[src/rtl/mem_access.sv]
// mem_access: MEM pipeline stage issuing byte/half/word loads and stores over a
// req/ack bus, with misalignment detection and an ack timeout.
module mem_access #(
    parameter int unsigned TIMEOUT = 255
) (
    input  logic        clk,
    input  logic        reset,
    input  logic [7:0]  aluop_i,
    input  logic [31:0] mem_addr_i,
    input  logic [31:0] reg2_i,
    input  logic [4:0]  wd_i,
    input  logic        wreg_i,
    input  logic [31:0] wdata_i,
    input  logic        hold_i,
    output logic [4:0]  wd_o,
    output logic        wreg_o,
    output logic [31:0] wdata_o,
    output logic        stallreq,
    output logic        mem_req_o,
    output logic        mem_we_o,
    output logic [31:0] mem_addr_o,
    output logic [3:0]  mem_sel_o,
    output logic [31:0] mem_data_o,
    input  logic [31:0] mem_data_i,
    input  logic        mem_ack_i,
    output logic        mem_err_o
);
    localparam logic [7:0] EXE_LB_OP  = 8'b11100000;
    localparam logic [7:0] EXE_LH_OP  = 8'b11100001;
    localparam logic [7:0] EXE_LW_OP  = 8'b11100011;
    localparam logic [7:0] EXE_LBU_OP = 8'b11100100;
    localparam logic [7:0] EXE_LHU_OP = 8'b11100101;
    localparam logic [7:0] EXE_SB_OP  = 8'b11101000;
    localparam logic [7:0] EXE_SH_OP  = 8'b11101001;
    localparam logic [7:0] EXE_SW_OP  = 8'b11101011;

    typedef enum logic [1:0] {IDLE, REQ, DONE} state_t;
    state_t state, state_nx;

    logic [7:0]  cnt, op_r;
    logic [31:0] addr_r, data_r, rdata;
    logic [3:0]  sel_r;
    logic        we_r, err;
    logic        is_ld, is_st, is_mem, is_half, is_word, misaligned, timeout_hit;
    logic [3:0]  sel_nx;
    logic [31:0] data_nx, ld_data;
    logic [7:0]  lane_b;
    logic [15:0] lane_h;

    assign is_ld = aluop_i inside {EXE_LB_OP, EXE_LBU_OP, EXE_LH_OP, EXE_LHU_OP, EXE_LW_OP};
    assign is_st = aluop_i inside {EXE_SB_OP, EXE_SH_OP, EXE_SW_OP};
    assign is_mem = is_ld | is_st;
    assign is_half = aluop_i inside {EXE_LH_OP, EXE_LHU_OP, EXE_SH_OP};
    assign is_word = aluop_i inside {EXE_LW_OP, EXE_SW_OP};
    assign misaligned = (is_half & mem_addr_i[0]) | (is_word & |mem_addr_i[1:0]);
    assign timeout_hit = cnt + 8'd1 == 8'(TIMEOUT);

    // Big-endian lanes: byte address 0 of a word lives in sel bit 3 / data[31:24]
    assign sel_nx = is_word ? 4'b1111 : is_half ? (mem_addr_i[1] ? 4'b0011 : 4'b1100)
                  : 4'b1000 >> mem_addr_i[1:0];
    assign data_nx = aluop_i == EXE_SB_OP ? {4{reg2_i[7:0]}}
                   : aluop_i == EXE_SH_OP ? {2{reg2_i[15:0]}}
                   : aluop_i == EXE_SW_OP ? reg2_i : '0;

    assign lane_b = 8'(rdata >> {~addr_r[1:0], 3'b000});
    assign lane_h = addr_r[1] ? rdata[15:0] : rdata[31:16];
    assign ld_data = op_r == EXE_LB_OP  ? {{24{lane_b[7]}}, lane_b}
                   : op_r == EXE_LBU_OP ? {24'b0, lane_b}
                   : op_r == EXE_LH_OP  ? {{16{lane_h[15]}}, lane_h}
                   : op_r == EXE_LHU_OP ? {16'b0, lane_h} : rdata;

    assign mem_req_o = state == REQ;
    assign mem_we_o = mem_req_o & we_r;
    assign mem_addr_o = mem_req_o ? {addr_r[31:2], 2'b00} : '0;
    assign mem_sel_o = mem_req_o ? sel_r : '0;
    assign mem_data_o = mem_req_o ? data_r : '0;

    always_ff @(posedge clk or negedge reset) begin
        if (!reset) state <= IDLE;
        else state <= state_nx;
    end

    always_ff @(posedge clk or negedge reset) begin
        if (!reset) begin
            cnt <= '0;
            op_r <= '0;
            addr_r <= '0;
            data_r <= '0;
            sel_r <= '0;
            we_r <= 1'b0;
            rdata <= '0;
            err <= 1'b0;
        end else begin
            if (state == IDLE && state_nx == REQ) begin
                op_r <= aluop_i;
                addr_r <= mem_addr_i;
                sel_r <= sel_nx;
                data_r <= data_nx;
                we_r <= is_st;
                cnt <= '0;
            end else if (state == REQ && !mem_ack_i) begin
                cnt <= cnt + 8'd1;
            end
            if (state == REQ && mem_ack_i) rdata <= mem_data_i;
            err <= state == REQ ? (!mem_ack_i && timeout_hit) : state == DONE ? (err && hold_i) : 1'b0;
        end
    end

    // Combinational outputs are also forced to zero while reset is held low
    always_comb begin
        state_nx = state;
        wd_o = '0;
        wreg_o = 1'b0;
        wdata_o = '0;
        stallreq = 1'b0;
        mem_err_o = 1'b0;
        if (reset) begin
            case (state)
                IDLE: begin
                    wd_o = wd_i;
                    if (!is_mem) begin
                        wreg_o = wreg_i;
                        wdata_o = wdata_i;
                    end else if (misaligned) begin
                        mem_err_o = 1'b1;
                    end else begin
                        stallreq = 1'b1;
                        state_nx = REQ;
                    end
                end
                REQ: begin
                    stallreq = 1'b1;
                    state_nx = (mem_ack_i || timeout_hit) ? DONE : REQ;
                end
                DONE: begin
                    wd_o = wd_i;
                    mem_err_o = err;
                    wreg_o = !we_r && !err && wreg_i;
                    wdata_o = (!we_r && !err) ? ld_data : '0;
                    state_nx = hold_i ? DONE : IDLE;
                end
                default: state_nx = IDLE;
            endcase
        end
    end
endmodule

[config.mk]
export PLATFORM = sky130hd
export DESIGN_NAME = mem_access
export DESIGN_NICKNAME = d
export VERILOG_FILES = /design/src/rtl/mem_access.sv
export SDC_FILE = /design/constraint.sdc
export NUM_CORES = 1
export LEC_CHECK = 0
export BUFFER_PORTS_ARGS = -buffer_cell sky130_fd_sc_hd__buf_2
export CORE_MARGIN = 2
export CORE_UTILIZATION = 50
export CTS_CLUSTER_DIAMETER = 80
export DETAILED_ROUTE_END_ITERATION = 10
export PLACE_DENSITY = 0.88
export SYNTH_ARGS = -nofsm -noshare
export SYNTH_HDL_FRONTEND = slang
export SYNTH_SLANG_ARGS = --single-unit
export TNS_END_PERCENT = 30
[constraint.sdc]
create_clock -name clk -period 3.14 [get_ports clk]
set_input_delay 0.628 -clock clk [delete_from_list [all_inputs] [get_ports clk]]
set_output_delay 0.628 -clock clk [all_outputs]
set_load 0.05 [all_outputs]
==> flow_summary.toml, run 1 <==
[place]
dp_slack_ns = 0.2257
place_congestion = 0.8796
place_hpwl_mm = 14.38
port_buffers = 253
placed_cell_area_um2 = 8179

[finish]
area_delta_synth_final_pct = 33.20
diodes = 0
nNetsFinal = 1121
final_layout_size_suffix_gt1_frac = 0.3813
final_area_um2 = 8865

[setup_path]
path_cells = "nand2b_1, or3_4, or4b_4, a31oi_1, buf_4"
crit_family = "simple AND/OR/NAND/NOR gates"
worstSetupEndpointType = "output port"
r2r-end = "rdata[6]$_DFFE_PN0P_"
worst-path-max-fanout = 7
slowest_delay_ns = 0.63
r2r_start = "state[0]$_DFF_PN0_"
crit_required_ns = 2.51
cp_slowest_cell = "or4b_4"
critical_path_class = "register to output port"
start_kind = "register"
worstPathArrival_ns = 2.45
r2r.worst_path.cells = 5
critPathBufInv = 1
reg2reg_slack_ns = 1.10

[global_route]
grt-ovfl-total = 0
grt_first_pass_wirelength_mm = 31.93
antenna_found_initial = 0
grt_usage = 0.2855
gr-max-usage-layer = "met2"
grt_start_max_net_pins = 72
use_met1 = 0.3601
met2_usage = 0.4659
grt_pass1_vias = 6211
use_met3 = 0.07854

[logic_synthesis]
ys_seq_area_frac = 0.4512
synth_area_leaders = "dfrtp_1 (45%), nand2_1 (9.8%), and2_1 (7.1%)"
synth-compound-area-share = 0.1436
synth_top_area_share = 0.4512
synth-edff-count = 0
syn_inst = 723
syn_area_um2 = 6655
synth_top_family_by_area = "simple AND/OR/NAND/NOR gates"
synth_ff_type = "dfrtp_1"
synthSimpleGateAreaFrac = 0.2532
syn_area_per_cell_um2 = 9.205
yosysWarnings = 0
yosys-top-cells-count = "nand2_1 (174), dfrtp_1 (120), and2_1 (75)"
synthArstFlopShare = 1.000
yosysTopAreaCell = "dfrtp_1"
yosys.cell_count.top_type = "nand2_1"
synthMuxAreaShare = 0.09757
yosys.area_share.adder = 0.003760
synth-xor-area-share = 0.009212
ys_types = 58
ys_ff_latch = 120

[sta]
fmax_mhz = 325.1
layout_min_cycle_time_ns = 3.076
hold_viol = 0
rsz0062_at_grt = "true"
tightest_slew_ns = 0.8742
setup_viol = 0
slew_headroom = 0.4172
finalMaxSlewViolations = 0
setup_slack_ns = 0.06428
final.period_utilization = 0.9795
skew_ns = 0.01404

[detailed_routing]
routedWlPerCell_um = 17.25
via_per_inst = 5.514
drc = 0
num_vias = 6407
initialDrtViolationCount = 596
ant_nets = 0
drt_wl_total_mm = 20.05
drt_pass1_iterations = 5

[clock_network]
clkLatencyLatePin_ns = 0.41
path_clk_slew_ns = 0.05
cts_tree = "done"
h-tree-depth = 4
cts_buffers = 17
cts.hold.buffers_added = 0
cts.path.max_buffers = 2
cts_sinks = 120
cts_root_buf = "clkbuf_16"

[status]
status = "finished, final reports clean"

[flow_run]
drv_cap = 0

[floorplan]
core_area_um2 = 13140
die_h_um = 119.4
die-area_um2 = 14250
num_rows = 42
die_x_um = 119.4
initial_core_util = 0.5066
ios = 256

[power_and_ir_drop]
vdd_ir_drop_max_mv = 0.4382
p_per_area_nw_per_um2 = 765.6
leakagePower_uw = 0.004548

[worst_hold_path]
min_path_type = "input pin to async pin"
## power by group
group | switching, uW | internal [uW]
logic | 1450 | 919
clock network | 733 | 1360
registers | 386 | 1940
total | 2570 | 4210
## state kept, by name (all words and copies together), names as in the netlist
name	flops
we_r	1
rdata	32
op_r	8
sel_r	4
err	1
data_r	32
cnt	8
state	2
addr_r	32
## metrics by stage
step	setup TNS [ns]	total power [uW]	hold WS (ns)	utilization	instances
2_1_floorplan	0	3922	0.3324	-	724
3_3_place_gp	0	4585	0.4425	0.6226	1128
3_5_place_dp	0	4651	0.4505	0.6226	1128
4_1_cts	0	6788	0.2760	0.6733	1162
5_1_grt	-0.1467	7105	0.2920	0.6748	1162
6_report	0	6787	0.2902	0.6748	1162
## area by class of cell
class                   instances  area [um^2]
clock inverters                14        193.9
well taps                     176        220.2
multi-input cells             544         3426
inverters                       6        22.52
fillers                      1036         4273
flip-flops and latches        120         3007
clock buffers                  18        439.2
repair buffers                284         1556
## repair_timing
item	CTS	global route
pin swaps	0	1
resized for setup	6	8
setup buffers	2	0
endpoints found under the setup margin	27	25
## cells by family after synthesis
| group | after synthesis |
|---|---|
| buffers and inverters | 60 |
| adders and majority gates | 2 |
| muxes | 52 |
| and+or+nand+nor | 354 |
| DFF | 120 |
| other | 1 |
| xor gates and xnor gates | 7 |
| AOI/OAI and AO/OA | 127 |
## metal layers
metal  wire, um  vias up
met5          0        -
met4        554        0
met3       1642       47
met2       9649      352
met1       8203     3015
li1           -     2993
## placed cells by master, fill, tap and decap left out, types with 4 or more instances in the layout
master	Yosys	final
nand2_1	174	174
o21ai_0	11	11
a22oi_1	14	14
xor2_1	6	6
bufinv_16	0	4
buf_4	2	34
a31oi_1	8	7
nor2_1	47	45
inv_6	0	4
buf_2	19	245
o2bb2ai_1	24	24
nand3_1	10	10
mux4_2	7	7
dfrtp_1	120	117
clkbuf_16	0	17
o221ai_1	7	7
nand2b_1	12	12
a21oi_1	24	24
mux2i_1	12	12
inv_1	5	5
o31ai_1	24	24
mux2_2	33	33
nor2b_1	9	9
and2_1	75	75
## worst max path at each step
stage                   startpoint           to  slack, ns  cells after the start
2_1_floorplan   state[0]$_DFF_PN0_  wdata_o[10]       0.01                      7
3_3_place_gp            aluop_i[3]    mem_err_o       0.24                      6
3_5_place_dp            aluop_i[3]    mem_err_o       0.23                      6
4_1_cts         state[0]$_DFF_PN0_   wdata_o[8]       0.02                      6
5_1_grt        op_r[4]$_DFFE_PN0P_  wdata_o[14]      -0.05                      8
6_report        state[0]$_DFF_PN0_   wdata_o[9]       0.06                      5
(Power assumes the default switching activity.)
==> run 2: changes to the inputs <==
--- a/config.mk
+++ b/config.mk
@@ -6,11 +6,13 @@
 export NUM_CORES = 1
 export LEC_CHECK = 0
 export BUFFER_PORTS_ARGS = -buffer_cell sky130_fd_sc_hd__buf_2
+export CELL_PAD_IN_SITES_DETAIL_PLACEMENT = 1
+export CELL_PAD_IN_SITES_GLOBAL_PLACEMENT = 2
 export CORE_MARGIN = 2
-export CORE_UTILIZATION = 50
+export CORE_UTILIZATION = 28
 export CTS_CLUSTER_DIAMETER = 80
 export DETAILED_ROUTE_END_ITERATION = 10
-export PLACE_DENSITY = 0.88
+export PLACE_DENSITY = 0.86
 export SYNTH_ARGS = -nofsm -noshare
 export SYNTH_HDL_FRONTEND = slang
 export SYNTH_SLANG_ARGS = --single-unit
==> constraint.sdc (replaced) <==
create_clock -name clk -period 3.5 [get_ports clk]
set_input_delay 0.7 -clock clk [delete_from_list [all_inputs] [get_ports clk]]
set_output_delay 0.7 -clock clk [all_outputs]
set_load 0.05 [all_outputs]
==> run 2 against run 1 <==
Count of clock-buffer cells in the layout fell by 1. Setup slack improved by 0.10 ns. Final area rose by 0.71%. Non-clock buffer count shrank 9. Power down 12%. Register-to-register slack improved by 0.26 ns. Flip-flop and latch count is the same. Sequential power is 10% lower. Global-route usage is 9.9 points lower. Clock power decreased by 15%. Worst hold slack improved by 0.011 ns. First-iteration DRC count fell by 46%. Critical endpoint is now wdata_o[8].
==> flow_summary.toml, run 2 (synthesis gave the netlist of run 1 again) <==
[setup_path]
worstPathArrival_ns = 2.63
critical_path_class = "register to output port"
slowest_delay_ns = 0.67
path_cells = "nand2b_1, or3_1, or4b_4, a31oi_1, buf_2"
cp_slowest_cell = "or4b_4"
worst-path-max-fanout = 7
worstSetupEndpointType = "output port"
r2r.worst_path.cells = 5
crit_required_ns = 2.80
start_kind = "register"

[detailed_routing]
ant_nets = 0
drc = 0
initialDrtViolationCount = 323
num_vias = 6156
routedWlPerCell_um = 17.84
drt_wl_total_mm = 23.15
via_per_inst = 4.743
drt_pass1_iterations = 4

[finish]
nNetsFinal = 1112
multi_input_area_um2 = 3416
seq_area_um2 = 3003
final_layout_size_suffix_gt1_frac = 0.3705
num-fill-cells = 2819
final_area_um2 = 8927
finalNonFillerCells = 1298
area_delta_synth_final_pct = 34.14
largestRegisters = "addr_r (32), data_r (32), rdata (32)"
mostFrequentLayoutCells = "buf_2 (252), nand2_1 (174), dfrtp_1 (120)"
final_common_cell = "buf_2"

[floorplan]
initial_core_util = 0.2844
die_h_um = 158.2
core_area_um2 = 23400
ios = 256
num_rows = 56
die-area_um2 = 25020
die_x_um = 158.2

[sta]
final.period_utilization = 0.9526
holdWs_ns = 0.3015
setup_slack_ns = 0.1659
tightest_slew_ns = 0.7413
finalMaxSlewViolations = 0
slew_headroom = 0.5058
rsz0062_at_grt = "false"
fmax_mhz = 299.9
setup_viol = 0
tns_ns = 0
hold_viol = 0
layout_min_cycle_time_ns = 3.334
skew_ns = 0.008514

[place]
placed_cell_area_um2 = 8317
place_congestion = 0.8333
place_hpwl_mm = 17.15
port_buffers = 253
dp.cells = 1264
dp_slack_ns = 0.4276

[global_route]
grt_start_max_net_pins = 102
grt-ovfl-total = 0
grt_first_pass_wirelength_mm = 35.76
antenna_found_initial = 4
grt_pass1_vias = 6395
grt_usage = 0.1864

[worst_hold_path]
min_path_type = "input pin to async pin"

[clock_network]
cts_tree = "done"
h-tree-depth = 4
cts_buffers = 17
clkLatencyLatePin_ns = 0.42
path_clk_slew_ns = 0.06
cts_root_buf = "clkbuf_16"
cts_sinks = 120
cts.path.max_buffers = 2
post_cts.repair.setup_buffers = 0

[power_and_ir_drop]
sw_frac_of_total = 0.3981
clkPwrFrac = 0.299
vdd_ir_drop_max_mv = 0.3417
leakagePower_uw = 0.004483
intPower_uw = 3587
combPwrFrac = 0.350
power_switching_uw = 2372
p_per_area_nw_per_um2 = 667.5
pwr-share-seq = 0.351

[status]
status = "finished, final reports clean"

[flow_run]
drv_cap = 0
-- run 2: worst max-delay path: cells and delay by family (launching register included) --
family	cells	cell delay [ns]
AO/OA/AOI/OAI	1	0.21
buffers and inverters	1	0.30
flip-flops	1	0.38
AND/OR/NAND/NOR	3	1.33
-- run 2: worst paths after layout --
path                                  startpoint                     to  slack [ns]
max                           state[0]$_DFF_PN0_             wdata_o[8]        0.17
min                                        reset  rdata[25]$_DFFE_PN0P_        0.30
max reg2reg                   state[1]$_DFF_PN0_   rdata[8]$_DFFE_PN0P_        1.36
min reg2reg                data_r[5]$_DFFE_PN0P_  data_r[5]$_DFFE_PN0P_        0.46
max in group asynchronous                  reset   sel_r[1]$_DFFE_PN0P_        2.71
min in group clk           data_r[5]$_DFFE_PN0P_  data_r[5]$_DFFE_PN0P_        0.46
-- run 2: stage by stage --
step | total power [uW] | util
5_1_grt | 6323 | 0.3814
2_1_floorplan | 3518 | -
3_3_place_gp | 4181 | 0.3554
3_5_place_dp | 4218 | 0.3554
4_1_cts | 6034 | 0.3809
6_report | 5959 | 0.3815
-- run 2: per-layer routing --
metal,global-route usage,vias up,part of all wire,routed length (um)
met1,0.2363,2940,0.44,10090
li1,-,2975,-,-
met2,0.3079,208,0.47,10860
met5,0,-,0.0010,24
met4,0.05363,4,0.015,357
met3,0.05557,29,0.078,1817
-- run 2: final cells by class --
cell class              count  area share
multi-input cells         544      0.3826
well taps                 319     0.04471
repair buffers            275      0.1666
flip-flops and latches    120      0.3364
clock inverters            15     0.01892
inverters                   6    0.002523
clock buffers              17     0.04765
diodes                      2   0.0005606
-- run 2: power by group through the flow --
stage	Combinational [uW]	Sequential (uW)	Clock [uW]
2_1_floorplan	1580	1940	0
3_3_place_gp	2080	2100	0
3_5_place_dp	2110	2110	0
4_1_cts	2120	2090	1830
5_1_grt	2280	2140	1900
6_report	2090	2090	1780
-- run 2: what timing repair did --
item	4_1_cts	5_1_grt
cloned	0	0
endpoints found under the setup margin	1	25
hold endpoints to repair	0	0
gates resized for setup	1	2
hold buffers	0	0
